$ cat src/rtl/hdmi_src_sched_pkg.sv
// Shared definitions for the HDMI pixel-source scheduler: owner codes,
// FSM states and the colour-bar palette.
package hdmi_src_sched_pkg;

   localparam logic [1:0] SEL_PAT = 2'd0;
   localparam logic [1:0] SEL_S0  = 2'd1;
   localparam logic [1:0] SEL_S1  = 2'd2;

   typedef enum logic [1:0] {
      ST_PAT   = 2'd0,
      ST_ALIGN = 2'd1,
      ST_RUN   = 2'd2
   } state_e;

   localparam logic [23:0] BAR_WHITE   = 24'hFFFFFF;
   localparam logic [23:0] BAR_YELLOW  = 24'hFFFF00;
   localparam logic [23:0] BAR_CYAN    = 24'h00FFFF;
   localparam logic [23:0] BAR_GREEN   = 24'h00FF00;
   localparam logic [23:0] BAR_MAGENTA = 24'hFF00FF;
   localparam logic [23:0] BAR_RED     = 24'hFF0000;
   localparam logic [23:0] BAR_BLUE    = 24'h0000FF;
   localparam logic [23:0] BAR_BLACK   = 24'h000000;

   function automatic logic [23:0] bar_color(input logic [2:0] bar);
      logic [23:0] c;
      case (bar)
         3'd0:    c = BAR_WHITE;
         3'd1:    c = BAR_YELLOW;
         3'd2:    c = BAR_CYAN;
         3'd3:    c = BAR_GREEN;
         3'd4:    c = BAR_MAGENTA;
         3'd5:    c = BAR_RED;
         3'd6:    c = BAR_BLUE;
         default: c = BAR_BLACK;
      endcase
      return c;
   endfunction

endpackage

$ cat src/rtl/hdmi_src_sched_colorbar_gen.sv
// Eight-bar vertical colour pattern; counters restart on the first active
// pixel of every line and advance only on pixel requests.
module colorbar_gen
   import hdmi_src_sched_pkg::*;
#(
   parameter int H_ACT      = 1280,
   parameter int H_FIRST    = 0,
   parameter int CNT_HSYC_W = 12
) (
   input  logic                  clk,
   input  logic                  rst_n,
   input  logic                  dat_rdy,
   input  logic [CNT_HSYC_W-1:0] hcount,
   output logic [23:0]           pat_pix
);

   localparam int BAR_W = H_ACT / 8;
   localparam int PIX_W = (BAR_W > 1) ? $clog2(BAR_W) : 1;

   logic [PIX_W-1:0] pix_q, pix_d, pix_cur;
   logic [2:0]       bar_q, bar_d, bar_cur;
   logic             line_start;

   assign line_start = dat_rdy && (hcount == CNT_HSYC_W'(H_FIRST));

   // NOTE: every variable gets a default at the top so no path leaves it
   // unassigned, which would otherwise infer a latch.
   always_comb begin
      pix_cur = line_start ? '0 : pix_q;
      bar_cur = line_start ? '0 : bar_q;
      pix_d   = pix_q;
      bar_d   = bar_q;
      if (dat_rdy) begin
         if (pix_cur == PIX_W'(BAR_W - 1)) begin
            pix_d = '0;
            bar_d = bar_cur + 3'd1;
         end else begin
            pix_d = pix_cur + PIX_W'(1);
            bar_d = bar_cur;
         end
      end
   end

   assign pat_pix = bar_color(bar_cur);

   // NOTE: sequential state uses non-blocking assignments so every flop
   // samples the pre-edge values regardless of statement order.
   always_ff @(posedge clk or negedge rst_n) begin
      if (!rst_n) begin
         pix_q <= '0;
         bar_q <= '0;
      end else begin
         pix_q <= pix_d;
         bar_q <= bar_d;
      end
   end

endmodule

$ cat src/rtl/hdmi_src_sched.sv
// Frame-synchronous owner arbitration of the HDMI pixel path between two
// streaming sources and the built-in colour bars.
module hdmi_src_sched
   import hdmi_src_sched_pkg::*;
#(
   parameter int H_ACT      = 1280,
   parameter int H_FIRST    = 0,
   parameter int V_FIRST    = 0,
   parameter int CNT_HSYC_W = 12,
   parameter int CNT_VSYC_W = 11
) (
   input  logic                  clk,
   input  logic                  rst_n,
   input  logic [CNT_HSYC_W-1:0] hcount,
   input  logic [CNT_VSYC_W-1:0] vcount,
   input  logic                  dat_rdy,
   output logic [23:0]           dat_out,
   input  logic                  s0_req,
   input  logic                  s1_req,
   input  logic                  s0_vld,
   input  logic                  s1_vld,
   input  logic                  s0_sof,
   input  logic                  s1_sof,
   input  logic [23:0]           s0_dat,
   input  logic [23:0]           s1_dat,
   output logic                  s0_rdy,
   output logic                  s1_rdy,
   output logic [1:0]            cur_sel,
   output logic                  ufl,
   output logic                  mis,
   input  logic                  stat_clr
);

   state_e      state_q, state_d;
   logic [1:0]  sel_q, sel_d, nxt_sel;
   logic [23:0] dat_out_q, dat_out_d, pat_pix, pix;
   logic        ufl_q, ufl_d, mis_q, mis_d;
   logic        fb, g_vld, g_sof, g_rdy, ufl_set, mis_set, hold_beat;
   logic [23:0] g_dat;

   colorbar_gen #(
      .H_ACT      (H_ACT),
      .H_FIRST    (H_FIRST),
      .CNT_HSYC_W (CNT_HSYC_W)
   ) u_colorbar (
      .clk     (clk),
      .rst_n   (rst_n),
      .dat_rdy (dat_rdy),
      .hcount  (hcount),
      .pat_pix (pat_pix)
   );

   assign fb = dat_rdy && (hcount == CNT_HSYC_W'(H_FIRST))
                       && (vcount == CNT_VSYC_W'(V_FIRST));
   assign nxt_sel = s0_req ? SEL_S0 : (s1_req ? SEL_S1 : SEL_PAT);

   // The frame-boundary beat is already served by the new owner.
   always_comb begin
      sel_d = fb ? nxt_sel : sel_q;
   end

   always_comb begin
      g_vld = 1'b0;
      g_sof = 1'b0;
      g_dat = '0;
      case (sel_d)
         SEL_S0:  begin g_vld = s0_vld; g_sof = s0_sof; g_dat = s0_dat; end
         SEL_S1:  begin g_vld = s1_vld; g_sof = s1_sof; g_dat = s1_dat; end
         default: ;
      endcase
   end

   always_comb begin
      state_d   = state_q;
      mis_set   = 1'b0;
      hold_beat = 1'b0;
      if (fb) begin
         if (nxt_sel == SEL_PAT) begin
            state_d = ST_PAT;
         end else if (nxt_sel != sel_q) begin
            state_d = ST_ALIGN;
         end else if (state_q == ST_ALIGN && g_vld && g_sof) begin
            state_d = ST_RUN;
         end else if (state_q == ST_RUN && g_vld && !g_sof) begin
            // Source lost frame lock: fall back to pattern, leave the beat in place.
            state_d   = ST_ALIGN;
            mis_set   = 1'b1;
            hold_beat = 1'b1;
         end
      end
   end

   always_comb begin
      g_rdy   = 1'b0;
      pix     = pat_pix;
      ufl_set = 1'b0;
      case (state_d)
         ST_ALIGN: g_rdy = g_vld && !g_sof && !hold_beat;
         ST_RUN: begin
            g_rdy = dat_rdy;
            if (g_vld) begin
               pix = g_dat;
            end else begin
               pix     = '0;
               ufl_set = dat_rdy;
            end
         end
         default: ;
      endcase
      dat_out_d = dat_rdy ? pix : dat_out_q;
      ufl_d     = ufl_set || (ufl_q && !stat_clr);
      mis_d     = mis_set || (mis_q && !stat_clr);
   end

   always_ff @(posedge clk or negedge rst_n) begin
      if (!rst_n) begin
         state_q   <= ST_PAT;
         sel_q     <= SEL_PAT;
         dat_out_q <= '0;
         ufl_q     <= 1'b0;
         mis_q     <= 1'b0;
      end else begin
         state_q   <= state_d;
         sel_q     <= sel_d;
         dat_out_q <= dat_out_d;
         ufl_q     <= ufl_d;
         mis_q     <= mis_d;
      end
   end

   assign s0_rdy  = (sel_d == SEL_S0) && g_rdy;
   assign s1_rdy  = (sel_d == SEL_S1) && g_rdy;
   assign cur_sel = sel_q;
   assign dat_out = dat_out_q;
   assign ufl     = ufl_q;
   assign mis     = mis_q;

endmodule

$ cat config.mk
export PLATFORM = sky130hd
export DESIGN_NAME = hdmi_src_sched
export DESIGN_NICKNAME = d
export VERILOG_FILES = /design/src/rtl/hdmi_src_sched_pkg.sv /design/src/rtl/hdmi_src_sched_colorbar_gen.sv /design/src/rtl/hdmi_src_sched.sv
export SDC_FILE = /design/constraint.sdc
export NUM_CORES = 1
export LEC_CHECK = 0
export BUFFER_PORTS_ARGS = -buffer_cell sky130_fd_sc_hd__buf_2
export CAP_MARGIN = 20
export CELL_PAD_IN_SITES_DETAIL_PLACEMENT = 1
export CELL_PAD_IN_SITES_GLOBAL_PLACEMENT = 1
export CORE_MARGIN = 2
export CORE_UTILIZATION = 30
export DETAILED_ROUTE_END_ITERATION = 7
export PLACE_DENSITY_LB_ADDON = 0.1
export SYNTH_ARGS = -nofsm -noshare
export SYNTH_HDL_FRONTEND = slang
export SYNTH_SLANG_ARGS = --single-unit
$ cat constraint.sdc
create_clock -name clk -period 4.62 [get_ports clk]
set_input_delay 0.924 -clock clk [delete_from_list [all_inputs] [get_ports clk]]
set_output_delay 0.924 -clock clk [all_outputs]
set_load 0.05 [all_outputs]
==> summary.md <==
| Metric | Value |
|---|---|
| Core Area | 7767 um^2 |
| Final nets | 468 |
| Top delay family on crit path | simple AND/OR/NAND/NOR gates |
| Post-route setup slack | -0.1814 ns |
| Post-synth EDFFs | 0 |
| Initial antenna violation count | 0 |
| Largest net degree at the start of global routing | 43 |
| Cts hold-fix bufs | 0 |
| Syn Std Cell Area | 2406 um^2 |
| Clock sink count | about 40 |
| Critical path arrival | 3.88 ns |
| Crit path time final | 4.801 ns |
| Worst Tran Pin Value | 0.7356 ns |
| Crit share post-route | 1.039 |
| First-pass GRT wire length | 13120 um |
| Row cnt | 32 |
| CP required | 3.70 ns |
| Final Util | 0.4534 |
| Failing checks | negative setup slack |
| Die Area | 8753 um^2 |
| Clk pwr share | 0.264 |
| Syn nets | 332 |
| Critical-path cell list | buf_6 -> nor4b_4 -> nand4_4 -> or2_4 -> mux2_4 -> ha_4 -> a22oi_2 -> nand3_2 -> o211ai_1 -> o211ai_1 -> ha_1 -> nand2b_4 -> a21oi_4 -> buf_6 |
| Routed WL per cell | 16.67 um |
| DRC viols | 0 |
| Async SR Flop Fraction | 1.000 |
| NetSw | 0.0004479 W |
| Grt ovf | 0 |
| Max VDD drop | 0.1568 mV |
| Post-DP HPWL | 5501 um |
| Total CTS buffers | 5 |
| Total power | 0.001180 W |
| Run status | finished, violations left |
| Endpoint type of the worst setup path | output port |
| Critical Path Slowest Stage Cell | nor4b_4 |
| Largest area contributor in the netlist | dfrtp_1 |
| CTS tree | done |
| Initial Utilization | 0.3098 |
| GRT Total Usage | 0.1867 |
| RSZ-0062 raised after global routing | true |
| CTS H-tree depth | 2 |
| Initial DRC Count | 38 |
| CTS max path bufs | 2 |
| Dominant synthesized flop cell | dfrtp_1 |
| Register area share after synthesis | 0.4264 |
| Max-slew violations | 0 |
| Setup TNS Final | -0.5110 ns |
| Largest stage delay on the critical path | 0.33 ns |
| Worst hold path type | input pin to asynchronous set/reset pin |
| Synth Instances | approximately 250 |
| Clock transition at path regs | around 0.090 ns |
| Combinational power share | 0.326 |
| Rel. slew slack | 0.5019 |
| Max-cap violations | 0 |
| # diodes | 0 |
| PwrDens | between 300 and 400 nW/um^2 |
| PortBufs | 110 |
| Final Setup Violations | 3 |
| Via/cell ratio | 5.149 |
| Synthesized flop and latch total | 41 |
| Buffers & Inverters on Critical Path | 2 |
| Top area cells in the synthesized netlist | dfrtp_1 43%, o221ai_1 8.7%, a22oi_1 8.4% |
| Post-synth top area share | 0.4264 |
| Int Pwr | 0.0007322 W |
| Setup CP Type | input pin to output port |
| Synth Warn # | 0 |
| CTS Root Buffer Type | clkbuf_8 |
| Die height | roughly 94 um |
| Fraction of layout instances using a drive strength above 1 | 0.4476 |
| Most common cell after layout, fill and taps aside | buf_2 |
| Mean Syn Cell Area | 9.821 um^2 |
| Routed Antenna Nets | 0 |
| Worst Reg2Reg Path Length in Cells | 22 |
| Maximum net fanout on the critical path | 5 |
| Die width | 93.56 um |
| Area delta synth->final | 46.39% |
| Vias | 2492 |
| Max Fclk | 208.3 MHz |
| Seq pwr share | 0.409 |
| Final clock skew | around 0.0072 ns |
| Leak pwr | around 1.7 nW |
| Vias in the first global route | roughly 2600 |
| Worst setup SP type | input pin |
| Yosys cell types | 45 |
| I/O pins | 111 |
| Most frequent cells in the layout | 105 x buf_2, 41 x dfrtp_1, 32 x buf_4 |
| Net Sw Frac | 0.3795 |
| Detailed Route WL | between 8000 and 9000 um |
| Gp weighted congestion | 0.8431 |
| 1st-pass router iterations | 4 |
| CP Depth | 14 |
| Final Hold Viols | 0 |
| Worst-skew pair later-pin latency | 0.30 ns |
-- final timing paths --
check / startpoint / endpoint / slack (ns)
max: hcount[0] / s1_rdy / -0.18
max in group asynchronous: rst_n / dat_out[20] / 3.75
min: rst_n / state_q[0] / 0.43
min reg2reg: u_colorbar.bar_q[1] / u_colorbar.bar_q[1] / 0.54
min in group clk: u_colorbar.bar_q[1] / u_colorbar.bar_q[1] / 0.54
max reg2reg: cur_sel[1] / mis / 0.88
-- synthesized netlist by cell type (all sizes together), types with 3 or more instances --
| cell | count |
|---|---|
| inv | 30 |
| nor3 | 5 |
| nor2 | 10 |
| mux2 | 3 |
| nand4 | 6 |
| o211ai | 4 |
| ha | 6 |
| xor2 | 5 |
| a22o | 3 |
| nand2b | 3 |
| mux2i | 3 |
| nor4 | 3 |
| nand2 | 8 |
| nor2b | 5 |
| o21ai | 7 |
| and3 | 3 |
| a22oi | 27 |
| a21o | 3 |
| nand3 | 6 |
| buf | 3 |
| and2 | 4 |
| clkbuf | 13 |
| o221ai | 24 |
| dfrtp | 41 |
-- layer usage --
metal  vias up  wire length (um)  track usage
li1       1198                 -            -
met1      1215              3541       0.2396
met2        65              3976       0.3207
met3        14               380      0.03384
met4         0               170      0.05435
met5         -                 0            0
-- repair_timing --
item / CTS / global route
pin swaps: 9 / 1
endpoints found under the hold margin: 0 / 0
buffers inserted: 18 / 3
resized for setup: 12 / 1
endpoints found under the setup margin: 2 / 3
-- sequential cells by signal (all words and copies together) (netlist names) --
| register | flops |
|---|---|
| dat_out | 24 |
| state_q | 2 |
| mis | 1 |
| u_colorbar.pix_q | 8 |
| cur_sel | 2 |
| ufl | 1 |
| u_colorbar.bar_q | 3 |
-- per-stage QoR --
stage | worst slack [ns] | std cells | cell area, um^2 | hold slack [ns]
2_1_floorplan | -0.1256 | 245 | 2472 | 0.4880
3_3_place_gp | -0.1264 | 455 | 3179 | 0.5117
3_5_place_dp | -0.2713 | 455 | 3179 | 0.5247
4_1_cts | -0.08654 | 481 | 3483 | 0.5468
5_1_grt | -0.3750 | 484 | 3522 | 0.4287
6_report | -0.1814 | 484 | 3522 | 0.4318
-- logic make-up (layout without fill, tap and decap cells) --
group | after synthesis | after routing | share of synthesized area
adders and majority gates | 6 | 6 | 0.03120
and+or+nand+nor | 60 | 60 | 0.1570
buffers and inverters | 46 | 183 | 0.07593
xor gates and xnor gates | 5 | 5 | 0.01820
muxes | 6 | 6 | 0.02808
AOI/OAI and AO/OA | 81 | 81 | 0.2631
DFF | 41 | 41 | 0.4264
-- power by group through the flow --
| stage | sequential [W] | clock (W) | combinational [W] |
|---|---|---|---|
| finish | 0.000483 | 0.000312 | 0.000385 |
| global route | 0.000495 | 0.000337 | 0.000419 |
| floorplan | 0.000614 | 0 | 0.000133 |
| global placement | 0.000485 | 0 | 0.000379 |
| CTS | 0.000483 | 0.000321 | 0.000387 |
| detailed placement | 0.000490 | 0 | 0.000384 |
-- area by class of cell --
type	count	area, um^2
clock buffer	6	82.58
clock inverter	2	37.54
fill	934	4245
inverter	30	112.6
multi-input combinational	158	1271
sequential	41	1026
tap	102	127.6
timing repair buffer	145	864.6
No activity file was read; power rests on OpenSTA's default activity.
